==> config.mk <==
export PLATFORM = sky130hd
export DESIGN_NAME = softmc_app_endpoint
export DESIGN_NICKNAME = d
export VERILOG_FILES = /design/src/rtl/softmc_app_endpoint.sv
export SDC_FILE = /design/constraint.sdc
export NUM_CORES = 2
export LEC_CHECK = 0
export CORE_MARGIN = 10
export CORE_UTILIZATION = 55
export CTS_CLUSTER_DIAMETER = 80
export DETAILED_ROUTE_END_ITERATION = 7
export PLACE_DENSITY = 0.73
export RECOVER_POWER = 50
export SETUP_SLACK_MARGIN = 0.4
export SYNTH_ARGS = -nofsm -noshare
export SYNTH_HDL_FRONTEND = slang
export SYNTH_MEMORY_MAX_BITS = 65536
export SYNTH_SLANG_ARGS = --single-unit
==> constraint.sdc <==
create_clock -name clk -period 14.2 [get_ports clk]
set_input_delay 3.55 -clock clk [delete_from_list [all_inputs] [get_ports clk]]
set_output_delay 3.55 -clock clk [all_outputs]
set_load 0.02 [all_outputs]
==> src/rtl/softmc_app_endpoint.sv <==
// SoftMC host-bridge endpoint: instruction FIFO from the PCIe application to the
// DRAM command sequencer, and a FWFT readback FIFO collecting DDR read bursts.

module softmc_sync_fifo #(
   parameter int WIDTH      = 32,
   parameter int DEPTH_LOG2 = 4
) (
   input  logic                  clk,
   input  logic                  rst,
   input  logic                  push,
   input  logic                  pop,
   input  logic [WIDTH-1:0]      wdata,
   output logic [WIDTH-1:0]      rdata,
   output logic [DEPTH_LOG2:0]   count,
   output logic                  empty,
   output logic                  full
);
   localparam logic [DEPTH_LOG2:0]   DEPTH   = {1'b1, {DEPTH_LOG2{1'b0}}};
   localparam logic [DEPTH_LOG2-1:0] PTR_ONE = 1;
   localparam logic [DEPTH_LOG2:0]   CNT_ONE = 1;

   logic [WIDTH-1:0]      mem_q [2**DEPTH_LOG2];
   logic [DEPTH_LOG2-1:0] wr_ptr_q, wr_ptr_d;
   logic [DEPTH_LOG2-1:0] rd_ptr_q, rd_ptr_d;
   logic [DEPTH_LOG2:0]   count_q, count_d;
   logic                  empty_q, empty_d;
   logic                  full_q, full_d;

   // push/pop arrive already qualified by the owner; pointers wrap naturally
   always_comb begin
      wr_ptr_d = wr_ptr_q;
      rd_ptr_d = rd_ptr_q;
      count_d  = count_q;
      if (push) wr_ptr_d = wr_ptr_q + PTR_ONE;
      if (pop)  rd_ptr_d = rd_ptr_q + PTR_ONE;
      case ({push, pop})
         2'b10:   count_d = count_q + CNT_ONE;
         2'b01:   count_d = count_q - CNT_ONE;
         default: count_d = count_q;
      endcase
      empty_d = (count_d == '0);
      full_d  = (count_d == DEPTH);
   end

   always_ff @(posedge clk) begin
      if (rst) begin
         wr_ptr_q <= '0;
         rd_ptr_q <= '0;
         count_q  <= '0;
         empty_q  <= 1'b1;
         full_q   <= 1'b0;
      end else begin
         wr_ptr_q <= wr_ptr_d;
         rd_ptr_q <= rd_ptr_d;
         count_q  <= count_d;
         empty_q  <= empty_d;
         full_q   <= full_d;
      end
   end

   // storage is never reset; a write during reset lands in a slot that is discarded
   always_ff @(posedge clk) begin
      if (push) mem_q[wr_ptr_q] <= wdata;
   end

   assign rdata = mem_q[rd_ptr_q];
   assign count = count_q;
   assign empty = empty_q;
   assign full  = full_q;
endmodule

module softmc_app_endpoint #(
   parameter int DQ_WIDTH         = 64,
   parameter int INSTR_DEPTH_LOG2 = 4,
   parameter int RDBK_DEPTH_LOG2  = 4
) (
   input  logic                         clk,
   input  logic                         rst,
   input  logic                         app_en,
   input  logic [31:0]                  app_instr,
   output logic                         app_ack,
   output logic                         instr_valid,
   output logic [31:0]                  instr_data,
   input  logic                         instr_ready,
   input  logic                         rd_valid,
   input  logic [DQ_WIDTH*4-1:0]        rd_data,
   output logic                         rdback_fifo_empty,
   input  logic                         rdback_fifo_rden,
   output logic [DQ_WIDTH*4-1:0]        rdback_data,
   output logic [INSTR_DEPTH_LOG2:0]    instr_count,
   output logic [RDBK_DEPTH_LOG2:0]     rdback_count,
   output logic                         rdback_overflow
);
   logic instr_empty, instr_full, instr_push, instr_pop;
   logic rb_empty, rb_full, rb_push, rb_pop;
   logic overflow_q, overflow_d;

   // full blocks the push even when a pop happens in the same cycle
   assign app_ack    = app_en && !instr_full;
   assign instr_push = app_ack;
   assign instr_pop  = instr_ready && !instr_empty;

   softmc_sync_fifo #(
      .WIDTH      (32),
      .DEPTH_LOG2 (INSTR_DEPTH_LOG2)
   ) u_instr_fifo (
      .clk   (clk),
      .rst   (rst),
      .push  (instr_push),
      .pop   (instr_pop),
      .wdata (app_instr),
      .rdata (instr_data),
      .count (instr_count),
      .empty (instr_empty),
      .full  (instr_full)
   );

   // the PHY cannot stall: a burst is kept if a slot exists or one frees this cycle
   assign rb_pop  = rdback_fifo_rden && !rb_empty;
   assign rb_push = rd_valid && (!rb_full || rb_pop);

   softmc_sync_fifo #(
      .WIDTH      (DQ_WIDTH*4),
      .DEPTH_LOG2 (RDBK_DEPTH_LOG2)
   ) u_rdbk_fifo (
      .clk   (clk),
      .rst   (rst),
      .push  (rb_push),
      .pop   (rb_pop),
      .wdata (rd_data),
      .rdata (rdback_data),
      .count (rdback_count),
      .empty (rb_empty),
      .full  (rb_full)
   );

   always_comb begin
      overflow_d = overflow_q;
      if (rd_valid && !rb_push) overflow_d = 1'b1;
   end

   always_ff @(posedge clk) begin
      if (rst) overflow_q <= 1'b0;
      else     overflow_q <= overflow_d;
   end

   assign instr_valid       = !instr_empty;
   assign rdback_fifo_empty = rb_empty;
   assign rdback_overflow   = overflow_q;
endmodule

**Yosys cells after proc, flatten, opt, wreduce, memory -nomap -nowiden**

Memories as Yosys holds them, arrays and structs flattened. A register that Yosys moved wholly into a read port is not among the register bits.
Cells that the tools add are included.

- Reductions and logical operators: 13
- Div/mod/pow operators: 0
- Bitwise operators: 0
- Eq/ne operators: 6
- Order comparisons: 0
- $add $sub $neg: 8
- Multiply operators: 0
- Shift-type cells: 0
- Muxes and demuxes: 10

Operators by type and width:

| kind | number |
|---|---|
| one-hot mux 5 bit (2 select lines) | 2 |
| adder 4 x 1 -> 4 bit, second input constant | 4 |
| 2-to-1 mux 4 bit | 4 |
| adder 5 x 1 -> 5 bit, second input constant | 2 |
| == test 5 bit, second input constant | 2 |
| zero test 5 bit | 2 |
| subtractor 5 x 1 -> 5 bit, second input constant | 2 |
| logical AND 1 bit | 5 |
| zero test 1 bit | 5 |
| == test 2 x 1 -> 1 bit, second input constant | 2 |
| == test 2 bit, second input constant | 2 |
| 2-to-1 mux 1 bit | 4 |
| logical OR 1 bit | 1 |

- Memories kept: 2
- Logic and storage cells: 50
- Input bits: 294
- Flip-flop bits (word level): 31
- Memory bits (read-only): 0
- Bits in latches: 0
- Output and inout bits: 302
- Bits in writable memories: 4608

Memories:

| name | words | bits a word | rd ports | clocked after Yosys merged registers in | write ports | RTL line | RTL |
|---|---|---|---|---|---|---|---|
| u_rdbk_fifo.mem_q | 16 | 256 | 1 | 1 | 1 | 22 | `logic [WIDTH-1:0] mem_q [2**DEPTH_LOG2];` |
| u_instr_fifo.mem_q | 16 | 32 | 1 | 1 | 1 | 22 |  |

**Longest topological paths before layout**

- Word-level depth: 7
- Mapped depth: 12
- Depth with buffers taken out: 11

**Modules after synthesis**

From an unflattened synthesis, not the netlist that was laid out.

- Cell total of the unflattened synthesis: 6903
- Area total of the unflattened synthesis: 175261.8 um^2

Modules (own cells, without submodules):

| module | sequential area each (um^2) | times used | cells an instance | area an instance (um^2) |
|---|---|---|---|---|
| softmc_sync_fifo (u_rdbk_fifo) | 123378.3 | 1 | 6069 | 154814.7 |
| softmc_sync_fifo (u_instr_fifo) | 15755.1 | 1 | 825 | 20375.8 |
| softmc_app_endpoint | 20.0 | 1 | 9 | 71.3 |

**Worst setup path before layout**

No wires, ideal clock.

- Kind: input-to-reg
- From: input port rdback_fifo_rden
- To: memory u_rdbk_fifo.mem_q[4][0] (netlist name) (enable)
- Required time: 13.549 ns
- Library setup time: 0.651 ns
- Path slack: 3.347 ns
- Cell stages on the path: 6
- Data arrival time: 10.202 ns
- Buffers on the path: 1
- Path through: nand2b_1 a21boi_0 clkbuf_1 nand2_1 nor2_1 and2_1

- Word-level cells in the longest chain between the ends: 5

RTL lines:

| item | RTL line | RTL |
|---|---|---|
| from (decl) | 88 | `input logic rdback_fifo_rden,` |
| logical AND 1 bit | 119 | `assign rb_pop = rdback_fifo_rden && !rb_empty;` |
| logical OR 1 bit | 120 | `assign rb_push = rd_valid && (!rb_full \|\| rb_pop);` |
| logical AND 1 bit | 120 |  |
| 2-to-1 mux 1 bit | 63 | `if (push) mem_q[wr_ptr_q] <= wdata;` |
| 2-to-1 mux 1 bit (not written as such) | 63 |  |
| to (decl) | 22 |  |

Every way passes these cells.

==> results.md <==
- The worst setup path is captured at an output port.
- The worst stage delay on the critical path is 990 ps.
- Setup repair after global routing left no endpoint under its margin.
- The data arrival time at the worst-slack endpoint is 5640 ps.
- After layout, the minimum clock period comes to 9190 ps.
- The area of the die is 342000 sq um.
- The area of the core is 318000 sq um.
- The number of endpoints with negative hold slack in the final report came to 0.
- In this run the remaining antenna-violating nets after routing total 0.
- The internal portion of the total power is 23800 uW.
- The final layout contains routed wiring with a total length of 399000 um.
- The post-synthesis adder-cell area fraction is 0.140%.
- The xor and xnor area share after synthesis is 0.105%.
- The fraction of power consumed by combinational cells is 12.9%.
- The proportion of netlist area held by the largest area contributor is 78.9%.
- The number of library cell types mapped by synthesis is 40.
- The setup total negative slack is 0 ps.
- The via count is 79.8k.
- After clock tree synthesis, the repair step resized 0 gates.
- By area, the combinational part of the netlist is dominated by multiplexers.
- The clock sink count is 4647.
- Summing the areas of all and, or, nand and nor instances in the mapped netlist gives 0.774% of the synthesized area.
- The clock arrives with 58.1 ps of skew.
- The standard cell with the maximum stage delay on the critical path is dfxtp_4.
- After clock tree synthesis, the setup repair step added 0 buffers.
- The net count of the finished layout is 8128.
- The run finished, with violations left.
- The aggregate global routing overflow is 0.
- From synthesis to final layout, the design area changed by 14.4%.
- The netlist area before placement is 175000 sq um.
- After synthesis, the cell types taking the most area are edfxtp_1 79%, mux4_2 17%, mux2i_1 0.73%, a211oi_1 0.54%, nor2b_1 0.46%.
- The top cell types in the final layout, fill and taps aside, are 4608 x edfxtp_1, 1316 x mux4_2, 451 x clkbuf_16.
- The net switching share of the total power is 23.1%.
- The TritonCTS clock tree is yes.
- The path type of the worst setup path is reg -> out.
- The number of instances in the synthesized netlist is 7025.
- The final reports fail on max-capacitance violations, max-slew violations.
- The synthesized net count is 7338.
- For this run, design rule violations remaining after detail routing come to 0.
- STA classifies the critical path startpoint as a register.
- The number of buffers inserted by hold repair at cts is 0.
- The leading cell type in the layout, fill and taps excluded is edfxtp_1.
- Of the post-synthesis cell area, the part taken by muxes is 17.6%.
- Of all nets on the critical path, the largest fanout is 112.
- The clock root buffer master is clkbuf_16.
- The type of the most critical hold path is reg -> reg.
- Summing the areas of all compound-gate instances in the mapped netlist gives 0.961% of the synthesized area.
- For this block, the initial DRC count from the detailed router was 8957.
- The critical path goes through buf_12, buf_4, mux4_2, nor2b_1, a211oi_1, a21oi_1, clkdlybuf4s50_1.
- In this run the tightest slew margin relative to its limit is -8.68%.
- Max-cap violations in this run came to 4.
- The first global-routing pass estimated 581000 um of wire.
- The last weighted congestion value of the routability-driven placer is 0.747.
- The share of total power dissipated in sequential elements is 49.9%.
- The number of levels the H-tree was split into is 5.
- The global-route total usage across every layer is 23.1%.
- The clock latency on the worst-skew pair is 1000 ps.
- The maximum clock frequency is 0.109 GHz.
- For this run, the number of Yosys warnings is 0.
- Entering global routing, the biggest net connects 157 pins.
- Clock-pin slew was measured on the worst setup and hold paths at 60 ps.
- The overall die height is 585 um.
- The power per unit of standard cell area is 154 nW/um^2.
- The transition time at the pin with the least slew margin is 1630 ps.
- The number of setup violations in the final report is 0.
- Together, buffers and inverters on the worst path number 3.
- The portion of total power attributed to the clock network is 37.2%.
- IR analysis of the VDD net gives a maximum drop of 0.000153 V.
- The part of the Yosys area used for sequential elements is 79.4%.
- For this run, the leading register cell type out of synthesis is edfxtp_1.
- In the final layout, the share of cells above drive strength 1 is 25.3%.
- The per-cell via count in the routed design is 6.41.
- In this run the power spent charging and discharging nets is 7140 uW.
- The number of max-slew violations in the final report is 87.
- Once the floorplan was initialized, standard cells occupied 55.2% of the core.
- The clock passes through at most 4 buffers.
- After synthesis, the share of flip-flops with an asynchronous set or reset is 0%.
- The standard-cell row count is 207.
- The count of flip-flops with a built-in enable after synthesis is 4608.
- Dividing the synthesized area by the synthesized cell count gives 25.0 sq um.
- The number of search-and-repair iterations in the first detailed-routing pass is 5.
- The number of antenna violations at the first check in global routing is 159.
- edfxtp_1 takes more of the synthesized area than any other cell.
- Of the available clock period, the critical path in the final layout requires 64.7%.
- The register bit count reported by yosys is 4647.
- Among cell families on the critical path, the largest total delay comes from buffers and inverters.
- 596 I/O pins were placed.
- The die is 585 um wide.
- The required time at the endpoint of the critical path is 10650 ps.
- The via count of the first global-routing pass is 81.8k.
- The half-perimeter wire length after detailed placement is 195000 um.
- After detailed routing, the average wire length per cell comes to 32.1 um.
- Input and output buffers added on the ports amount to 595.
- The leakage component of the power is 0.0603 uW.
- In this run, CTS created clock tree buffers numbering 445.
- The end-of-flow core utilization is 63.1%.
Yosys cell counts, drive strengths merged, types with 4 or more instances:
cell type,n
nand2,15
and4,4
edfxtp,4608
a21oi,132
nor3b,4
xnor2,5
nor2,45
and2,13
nor2b,129
mux2i,128
buf,200
dfxtp,39
ha,18
xor2,16
nor3,8
inv,13
clkbuf,174
o21ai,6
mux4,1316
a211oi,125
nand4,6
sequential cells by signal, summed over array words and instances (netlist names), named ones only:
register / flops
u_instr_fifo.full: 1
u_rdbk_fifo.full: 1
u_rdbk_fifo.wr_ptr_q: 4
rdback_overflow: 1
u_instr_fifo.rd_ptr_q: 4
u_rdbk_fifo.count: 5
u_instr_fifo.wr_ptr_q: 4
u_rdbk_fifo.empty: 1
u_rdbk_fifo.rd_ptr_q: 4
u_instr_fifo.empty: 1
u_rdbk_fifo.mem_q: 4096
u_instr_fifo.count: 5
u_instr_fifo.mem_q: 512
routing by layer:
| metal | wire length [um] | up-vias | GRT usage, % |
|---|---|---|---|
| met5 | 487 | - | 0 |
| met4 | 10700 | 78 | 6.32 |
| met3 | 35500 | 750 | 5.20 |
| met2 | 198000 | 3622 | 37.4 |
| met1 | 154000 | 43200 | 32.3 |
| li1 | - | 32100 | - |
worst reg2reg max path: stages (launching register included):
cell and delay, ps:
dfxtp_1 310, nand2b_1 320, a21boi_0 310, clkbuf_1 550, and4_1 1370, buf_4 1000, buf_4 1000
kinds of logic after synthesis:
| family | after synthesis |
|---|---|
| buf+inv | 387 |
| mux | 1444 |
| xor+xnor | 21 |
| simple gates | 237 |
| compound gates | 270 |
| fa+ha+maj | 19 |
| flops | 4647 |
area by class of cell:
class / instances / area (sq um)
Sequential cell: 4647 / 139000
Fill cell: 20100 / 117000
Multi-Input combinational cell: 1991 / 34400
Clock buffer: 546 / 11600
Timing Repair Buffer: 717 / 7390
Tap cell: 4180 / 5230
Clock inverter: 272 / 2550
Antenna cell: 74 / 185
Inverter: 13 / 48.8
metrics by stage:
step           hold slack, ps  total power [uW]  cell area, sq um  setup slack, ps  std cells
6_report                  475             30900            201000             5010      12400
5_1_grt                   526             31900            201000             4510      12400
4_1_cts                   477             31200            201000             4710      12400
3_5_place_dp              464             19800            186000             5310      11500
3_3_place_gp              462             19700            186000             5350      11500
2_1_floorplan             466             18400            175000             3350       7025
path summary, 6_finish.rpt:
path,from,to,slack (ps),cells after the start
worst max-delay path,register,rdback_data[128],5010,7
worst min-delay path,rdback_overflow$_SDFFE_PP0P_,rdback_overflow$_SDFFE_PP0P_,470,2
worst max register to register,u_rdbk_fifo.empty$_SDFF_PP1_,u_rdbk_fifo.mem_q[15][146]$_DFFE_PP_,8910,6
worst min register to register,rdback_overflow$_SDFFE_PP0P_,rdback_overflow$_SDFFE_PP0P_,470,2
power groups by stage:
stage | combinational, uW | sequential [uW] | clock [uW]
detailed placement | 4050 | 15700 | 0
finish | 3990 | 15400 | 11500
floorplan | 2690 | 15700 | 0
global placement | 4000 | 15700 | 0
global route | 4260 | 15400 | 12200
CTS | 4080 | 15400 | 11700
Note: power is estimated with default switching activity, not from simulation.
